### src/rtl/pipeline_pkg.sv
// rtl/pipeline_pkg.sv - shared pipeline types and constants
package pipeline_pkg;
  typedef enum logic [1:0] {
    FETCH = 2'd0,
    WAIT  = 2'd1,
    DROP  = 2'd2
  } fetch_state_t;

  localparam logic [31:0] RESET_PC_DEFAULT = 32'h0000_0000;
  localparam logic [31:0] NOP_INSTN        = 32'h0000_0000;
endpackage

### src/rtl/fetch_queue.sv
// rtl/fetch_queue.sv - synchronous FIFO of {pc, instn} between fetch and decode
module fetch_queue #(
  parameter int DEPTH = 2,
  parameter int W     = 64,
  localparam int AW   = $clog2(DEPTH)
) (
  input  logic          clk,
  input  logic          reset,
  input  logic          push,
  input  logic [W-1:0]  push_data,
  input  logic          pop,
  input  logic          flush,
  output logic [W-1:0]  head_data,
  output logic          full,
  output logic          empty,
  output logic [AW:0]   count
);
  localparam logic [AW:0] FULL_CNT = (AW + 1)'(DEPTH);

  logic [W-1:0]  mem [DEPTH];
  logic [AW:0]   wr_ptr;
  logic [AW:0]   rd_ptr;
  logic          do_push;
  logic          do_pop;

  // Pointers carry one extra wrap bit so full and empty are distinguishable.
  assign count     = wr_ptr - rd_ptr;
  assign empty     = (count == '0);
  assign full      = (count == FULL_CNT);
  assign head_data = mem[rd_ptr[AW-1:0]];
  assign do_pop    = pop && !empty;
  assign do_push   = push && (!full || do_pop);

  always_ff @(posedge clk or posedge reset) begin
    if (reset) begin
      wr_ptr <= '0;
      rd_ptr <= '0;
    end else if (flush) begin
      wr_ptr <= '0;
      rd_ptr <= '0;
    end else begin
      if (do_push) wr_ptr <= wr_ptr + 1'b1;
      if (do_pop)  rd_ptr <= rd_ptr + 1'b1;
    end
  end

  always_ff @(posedge clk) begin
    if (do_push && !flush) mem[wr_ptr[AW-1:0]] <= push_data;
  end
endmodule

### src/rtl/fetch_stage.sv
// rtl/fetch_stage.sv - MIPS instruction-fetch stage: PC, imem handshake, fetch queue, redirect
// Optional perf counters enabled by FETCH_PERF_CNT_EN.
module fetch_stage
  import pipeline_pkg::*;
#(
  parameter int                ADDR_W      = 32,
  parameter logic [ADDR_W-1:0] RESET_PC    = ADDR_W'(RESET_PC_DEFAULT),
  parameter int                QUEUE_DEPTH = 2
) (
  input  logic              clk,
  input  logic              reset,
  output logic              imem_req,
  output logic [ADDR_W-1:0] imem_addr,
  input  logic              imem_ready,
  input  logic              imem_rvalid,
  input  logic [31:0]       imem_rdata,
  input  logic              redirect_valid,
  input  logic [ADDR_W-1:0] redirect_pc,
  input  logic              id_stall,
  output logic              if_id_valid,
  output logic [31:0]       if_id_instn,
  output logic [ADDR_W-1:0] if_id_pc,
  output logic [ADDR_W-1:0] if_id_pc_plus4
`ifdef FETCH_PERF_CNT_EN
  ,
  output logic [31:0]       perf_fetched,
  output logic [31:0]       perf_flushes
`endif
);
  localparam int CW = $clog2(QUEUE_DEPTH) + 1;
  localparam int QW = ADDR_W + 32;

  fetch_state_t      state, state_nxt;
  logic [ADDR_W-1:0] pc;
  logic [ADDR_W-1:0] req_pc;
  logic              run;
  logic              accept;
  logic              push;
  logic              pop;
  logic              q_full;
  logic              q_empty;
  logic [CW-1:0]     q_count;
  logic [QW-1:0]     q_head;

  // run holds requests off for the cycle in which reset is released.
  always_comb begin
    state_nxt = state;
    imem_req  = 1'b0;
    push      = 1'b0;
    case (state)
      FETCH: begin
        imem_req = run && (q_count < CW'(QUEUE_DEPTH)) && !redirect_valid;
        if (imem_req && imem_ready) state_nxt = WAIT;
      end
      WAIT: begin
        if (imem_rvalid) begin
          state_nxt = FETCH;
          push      = !redirect_valid;
        end else if (redirect_valid) begin
          state_nxt = DROP;
        end
      end
      DROP: begin
        if (imem_rvalid) state_nxt = FETCH;
      end
      default: state_nxt = FETCH;
    endcase
  end

  assign accept    = imem_req && imem_ready;
  assign pop       = !q_empty && !id_stall && !redirect_valid;
  assign imem_addr = pc;

  always_ff @(posedge clk or posedge reset) begin
    if (reset) begin
      state  <= FETCH;
      pc     <= RESET_PC;
      req_pc <= RESET_PC;
      run    <= 1'b0;
    end else begin
      state <= state_nxt;
      run   <= 1'b1;
      if (redirect_valid) begin
        pc <= {redirect_pc[ADDR_W-1:2], 2'b00};
      end else if (accept) begin
        pc     <= pc + ADDR_W'(4);
        req_pc <= pc;
      end
    end
  end

  fetch_queue #(
    .DEPTH (QUEUE_DEPTH),
    .W     (QW)
  ) u_queue (
    .clk       (clk),
    .reset     (reset),
    .push      (push && (!q_full || pop)),
    .push_data ({req_pc, imem_rdata}),
    .pop       (pop),
    .flush     (redirect_valid),
    .head_data (q_head),
    .full      (q_full),
    .empty     (q_empty),
    .count     (q_count)
  );

  assign if_id_valid    = !q_empty;
  assign if_id_instn    = q_empty ? NOP_INSTN : q_head[31:0];
  assign if_id_pc       = q_empty ? '0 : q_head[QW-1:32];
  assign if_id_pc_plus4 = if_id_pc + ADDR_W'(4);

`ifdef FETCH_PERF_CNT_EN
  always_ff @(posedge clk or posedge reset) begin
    if (reset) begin
      perf_fetched <= '0;
      perf_flushes <= '0;
    end else begin
      if (pop && perf_fetched != 32'hFFFF_FFFF) perf_fetched <= perf_fetched + 1'b1;
      if (redirect_valid && perf_flushes != 32'hFFFF_FFFF) perf_flushes <= perf_flushes + 1'b1;
    end
  end
`endif
endmodule

### config.mk
export PLATFORM = sky130hd
export DESIGN_NAME = fetch_stage
export DESIGN_NICKNAME = d
export VERILOG_FILES = /design/src/rtl/pipeline_pkg.sv /design/src/rtl/fetch_queue.sv /design/src/rtl/fetch_stage.sv
export SDC_FILE = /design/constraint.sdc
export NUM_CORES = 1
export LEC_CHECK = 0
export ABC_AREA = 1
export CAP_MARGIN = 10
export CORE_AREA = 2 2 140 142
export CTS_CLUSTER_DIAMETER = 120
export CTS_CLUSTER_SIZE = 12
export DETAILED_ROUTE_END_ITERATION = 10
export DIE_AREA = 0 0 142 144
export PLACE_DENSITY_LB_ADDON = 0.25
export SLEW_MARGIN = 20
export SYNTH_ARGS = -nofsm -noshare
export SYNTH_HDL_FRONTEND = slang
export SYNTH_SLANG_ARGS = --single-unit
### constraint.sdc
create_clock -name clk -period 4.75 [get_ports clk]
set_input_delay 1.425 -clock clk [delete_from_list [all_inputs] [get_ports clk]]
set_output_delay 1.425 -clock clk [all_outputs]
set_load 0.01 [all_outputs]
==> results of run 1 <==
## per-stage QoR
stage          setup TNS (ns)  cells  setup slack (ns)
4_1_cts                     0   1572           0.00453
2_1_floorplan               0   1142             0.764
3_5_place_dp                0   1538             0.365
6_report                    0   1575             0.187
5_1_grt              -0.00247   1575          -0.00247
3_3_place_gp                0   1538             0.431
## registers in the layout (all words and copies together) (netlist names)
register and cells:
req_pc 30, imem_addr 30, u_queue.wr_ptr 2, run 1, u_queue.mem 124, u_queue.rd_ptr 2
state 2
## where the power goes
group,leakage [nW],total [mW],switching (mW),internal (mW)
sequential,1.97,2.05,0.125,1.93
combinational,3.26,0.594,0.317,0.277
clock,0.293,1.49,0.608,0.878
## cell usage after synthesis, types with 11 or more instances
cell and number:
inv_1 120, o21ai_0 34, o21ai_1 17, buf_2 13
nor2_1 91, xor2_1 26, edfxtp_1 124, clkbuf_1 11
nand2_1 447, dfrtp_1 67, nor2_2 11, nand3_1 92
## final timing paths
kind / start / end / slack [ns] / cells past startpoint
max: u_queue.wr_ptr[0] / if_id_pc_plus4[26] / 0.19 / 14
min: req_pc[16] / u_queue.mem[0][48] / 0.47 / 0
max reg2reg: u_queue.rd_ptr[1] / imem_addr[4] / 2.22 / 9
min reg2reg: req_pc[16] / u_queue.mem[0][48] / 0.47 / 0
max in group asynchronous: reset / req_pc[22] / 2.39 / 3
min in group asynchronous: reset / run / 1.47 / 2
## area by class of cell
type | count | share of cell area, %
repair buffers | 210 | 16.9
clock inverters | 15 | 1.54
flip-flops and latches | 191 | 43.4
well taps | 238 | 2.40
multi-input cells | 781 | 28.6
clock buffers | 17 | 3.42
inverters | 123 | 3.71
## routing by layer
| layer | wire (um) | vias up | share of wire (%) |
|---|---|---|---|
| li1 | - | 3986 | - |
| met1 | 10200 | 3536 | 46 |
| met2 | 10400 | 261 | 47 |
| met3 | 1320 | 27 | 5.9 |
| met4 | 410 | 0 | 1.8 |
| met5 | 0 | - | 0 |
## cell families (layout without fill, tap and decap cells)
kind of cell	after synthesis	in the layout	share of synthesized area, %
xor gates and xnor gates	29	29	2.70
AOI/OAI and AO/OA	58	58	3.08
adders and majority gates	3	3	0.388
buffers and inverters	170	365	7.93
other	2	7	0.0776
and+or+nand+nor	684	684	30.0
DFF	191	191	55.8
## repair_timing
| action | 4_1_cts | 5_1_grt |
|---|---|---|
| gates resized for setup | 1 | 5 |
| pin swaps | 0 | 1 |
| buffers inserted | 2 | 3 |
| endpoints found under the setup margin | 6 | 22 |
==> results.json, run 1 <==
{
  "cts_root_buf": "clkbuf_16",
  "vdd_drop_max_mv": 0.295,
  "die_y_um": 144,
  "die_w_um": 142,
  "grtUsageMet2_pct": 36.1,
  "grt_use_total_pct": 22.6,
  "final_cell_mix": "446 x nand2_1, 191 x clkdlybuf4s50_1, 124 x edfxtp_1",
  "synth_cell_types": 36,
  "drv_cap": 0,
  "synth_top_area_share_pct": 38.5,
  "cp_max_fo": 4,
  "hold_viol_final": 0,
  "path_class": "flip-flop to primary output",
  "fp-row-count": 51,
  "synth_top_area_cell": "edfxtp_1",
  "worst_hold_slack_ns": 0.469,
  "ys_seq_area_share_pct": 55.8,
  "timing.fmax_mhz": 219,
  "placed_area_um2": 11700,
  "hp-class": "flip-flop to flip-flop",
  "critical_path.top_delay_family": "buffers and inverters",
  "cpPeakStageDelay_ns": 0.53,
  "diodes": 0,
  "synth_edf_count": 124,
  "start_util_pct": 50.7,
  "io_pins": 200,
  "wl_per_cell_um": 14.2,
  "fill_cells": 1602,
  "busiest_layer": "met2",
  "critPathArrivalTime_ns": 3.14,
  "drv_slew": 0,
  "p_leak_nw": 5.53,
  "grt_pass1_wl_mm": 36.0,
  "setup_violations": 0,
  "max_slew_margin_pct": 45.7,
  "syn_area_um2": 9670,
  "finalWorstPathRequiredPeriod_ns": 4.56,
  "cts_buffer_depth": 2,
  "clk_latency_ns": 0.43,
  "ys.flop_type": "edfxtp_1",
  "setup.worst_path.start_class": "flip-flop",
  "worst_pin_slew_ns": 0.813,
  "hpwl_mm": 16.1,
  "crit_required_ns": 3.32,
  "place.gp.congestion": 0.906,
  "critical_path_buf_inv_count": 5,
  "fin_util_pct": 65.2,
  "ant_nets": 0,
  "postLayoutCellArea_um2": 12400,
  "multi_input_area_um2": 3560,
  "core_area_um2": 19100,
  "vias": 7810,
  "cp_common_cell": "inv_1",
  "fin_crit_sh_pct": 96.1,
  "ys_seq_elements": 191,
  "path_cells": "inv_1 -> ha_4 -> nand3_4 -> nand2_1 -> inv_1 -> ha_2 -> inv_1 -> a21oi_2 -> nand3_2 -> nor3_4 -> buf_4 -> nand3_1 -> nand2_1 -> clkdlybuf4s50_1",
  "synth.top_cells.by_area": "edfxtp_1 38%, nand2_1 17%, dfrtp_1 17%",
  "drc": 0,
  "p_total_mw": 4.13,
  "area_growth_pct": 28.6,
  "port-buffer-count": 191,
  "status": "complete, no violations",
  "grt_pass1_vias": 7251,
  "htree_levels": 4,
  "layout_commonest_cell": "nand2_1",
  "cts_hold_buf": 0,
  "syn_avg_cell_area_um2": 8.51,
  "drtIter0Drc": 525,
  "final_nets": 1397,
  "grt_overflow_total": 0,
  "routed_wl_mm": 22.3,
  "cts_buffers": 17,
  "dieArea_um2": 20400,
  "tritoncts": "yes",
  "clock_sinks": 191,
  "power_density_nw_per_um2": 332,
  "grt_max_degree": 58,
  "end_kind": "primary output",
  "crit_slowest_cell": "clkdlybuf4s50_1",
  "first_pass_iters": 5,
  "grt_use_met3_pct": 4.07,
  "skew_ns": 0.0104,
  "drive_gt1_share_pct": 7.03,
  "antenna_found_initial": 0,
  "vias_per_cell": 4.96,
  "synth_warnings": 0,
  "clk_pin_slew_ns": 0.07,
  "grt_use_met1_pct": 31.6,
  "register_area_um2": 5400,
  "synth_cells": 1137,
  "async_reset_ff_share_pct": 35.1
}
Power figures use the tool's default switching activity.
==> run 2, diff against run 1 <==
Settings changed: CORE_AREA 2 2 140 142 to 2 2 136 138, DIE_AREA 0 0 142 144 to 0 0 138 140, DONT_BUFFER_PORTS set to 1.
==> run 2 against run 1 <==
  * Sequential power about the same
  * Cell area decreased by 16%
  * Non-clock buffer count shrank 195
  * Global-route usage down 1.1 points
  * Wire length is 8.5% lower
  * Setup slack improved by 0.23 ns
  * Sequential cell count is the same
  * Critical path type unchanged
==> results.json, run 2 (synthesis results as in run 1) <==
{
  "finalSetupTns_ns": 0,
  "die_w_um": 138,
  "antenna_found_initial": 0,
  "cts_root_buf": "clkbuf_16",
  "hp-class": "flip-flop to flip-flop",
  "first_pass_iters": 5,
  "critical_path.top_delay_family": "simple AND/OR/NAND/NOR gates",
  "finalWorstPathRequiredPeriod_ns": 4.34,
  "vdd_drop_max_mv": 0.296,
  "clk_pin_slew_ns": 0.07,
  "crit_slowest_cell": "dfrtp_2",
  "end_kind": "primary output",
  "status": "complete, no violations",
  "final_cell_mix": "447 x nand2_1, 124 x edfxtp_1, 117 x inv_1",
  "fp-row-count": 49,
  "setup_violations": 0,
  "cts_buffer_depth": 2,
  "die_y_um": 140,
  "critPathArrivalTime_ns": 2.91,
  "grt_pass1_wl_mm": 33.0,
  "drv_cap": 0,
  "drive_gt1_share_pct": 7.62,
  "routed_wl_mm": 20.4,
  "reg2reg_depth": 5,
  "tritoncts": "yes",
  "drc": 0,
  "reg2reg_slack_ns": 2.38,
  "fin_crit_sh_pct": 91.3,
  "path_cells": "ha_1 -> nand3_4 -> nand2_1 -> inv_1 -> ha_1 -> inv_1 -> a21oi_1 -> nand3_2 -> nor2_4 -> nand3_2 -> xor2_1",
  "worst_pin_slew_ns": 0.961,
  "max_slew_margin_pct": 35.8,
  "worst_hold_slack_ns": 0.478,
  "path_class": "flip-flop to primary output",
  "ant_nets": 0,
  "clk_latency_ns": 0.43,
  "cts_buffers": 17,
  "final_nets": 1202,
  "drv_slew": 0,
  "ctsResizeCount": 0,
  "final_cells": 1371,
  "crit_required_ns": 3.32,
  "vias_per_cell": 5.09,
  "wl_per_cell_um": 14.9,
  "cts_setup_buffers": 0,
  "grt_pass1_vias": 6516,
  "largest_register_ffs": 124,
  "timing.fmax_mhz": 231,
  "rsz0062_at_grt": "false",
  "cts_hold_buf": 0,
  "core_area_um2": 17800,
  "grt_use_total_pct": 21.5,
  "drtIter0Drc": 586,
  "place_inst": 1339,
  "hold_viol_final": 0,
  "r2r-end": "u_queue.mem[1][27]",
  "grt_overflow_total": 0,
  "hold_path_startpoint": "req_pc[10]",
  "path_depth": 11,
  "grt_max_degree": 64,
  "port-buffer-count": 0,
  "start_util_pct": 54.4,
  "place.gp.congestion": 0.902,
  "cpPeakStageDelay_ns": 0.44,
  "clock_sinks": 191,
  "cp_max_fo": 6,
  "timing.rr.start": "u_queue.rd_ptr[0]",
  "critical_path_buf_inv_count": 2,
  "register_area_um2": 5400,
  "power_density_nw_per_um2": 368,
  "multi_input_area_um2": 3530,
  "vias": 6981,
  "hold_path_depth": 0,
  "htree_levels": 4,
  "io_pins": 200,
  "diodes": 0,
  "fill_cells": 1609,
  "setup.worst_path.start_class": "flip-flop",
  "min_to": "u_queue.mem[1][42]",
  "crit_start": "u_queue.rd_ptr[0]",
  "area_growth_pct": 7.50,
  "layout_commonest_cell": "nand2_1",
  "hpwl_mm": 14.6,
  "p_leak_nw": 4.79,
  "dieArea_um2": 19300,
  "skew_ns": 0.00693
}
-- run 2: worst max-delay path by stage --
stage                    endpoint  slack, ns
5_1_grt        if_id_pc_plus4[22]       0.17
4_1_cts        if_id_pc_plus4[16]       0.38
6_report       if_id_pc_plus4[16]       0.41
3_3_place_gp   if_id_pc_plus4[16]       0.88
2_1_floorplan  if_id_pc_plus4[22]       0.76
3_5_place_dp   if_id_pc_plus4[16]       0.86
-- run 2: layout make-up --
class | instances | share of cell area [%]
Inverter | 123 | 4.44
Timing Repair Buffer | 15 | 1.32
Clock inverter | 15 | 1.48
Tap cell | 229 | 2.76
Multi-Input combinational cell | 781 | 34.0
Clock buffer | 17 | 4.09
Sequential cell | 191 | 51.9
-- run 2: worst reg2reg max path, cell delays in order, from the launching register on --
cell,delay [ns]
dfrtp_2,0.44
ha_1,0.35
a31oi_1,0.27
nand2_1,0.15
inv_2,0.53
buf_12,0.31
-- run 2: power breakdown --
group,internal (mW),total [mW],switching (mW)
Clock,0.741,1.38,0.635
Sequential,1.93,2.08,0.150
Combinational,0.115,0.374,0.259
Total,2.78,3.83,1.04
-- run 2: stage by stage --
stage                     area (um2)  worst slack [ns]  util [%]  power, mW
after floorplan                 9690             0.764         -       2.37
after CTS                      10400             0.382      58.5       3.86
final                          10400             0.414      58.5       3.83
after global routing           10400             0.166      58.5       4.00
after detailed placement        9820             0.859      55.2       2.48
after global placement          9820             0.880      55.2       2.46
-- run 2: per-layer routing --
metal	vias up	global-route usage, %	share of wire (%)
li1	3589	-	-
met1	3146	30.7	46
met2	228	33.6	46
met3	18	4.72	6.5
met4	0	6.02	1.3
met5	-	0	0
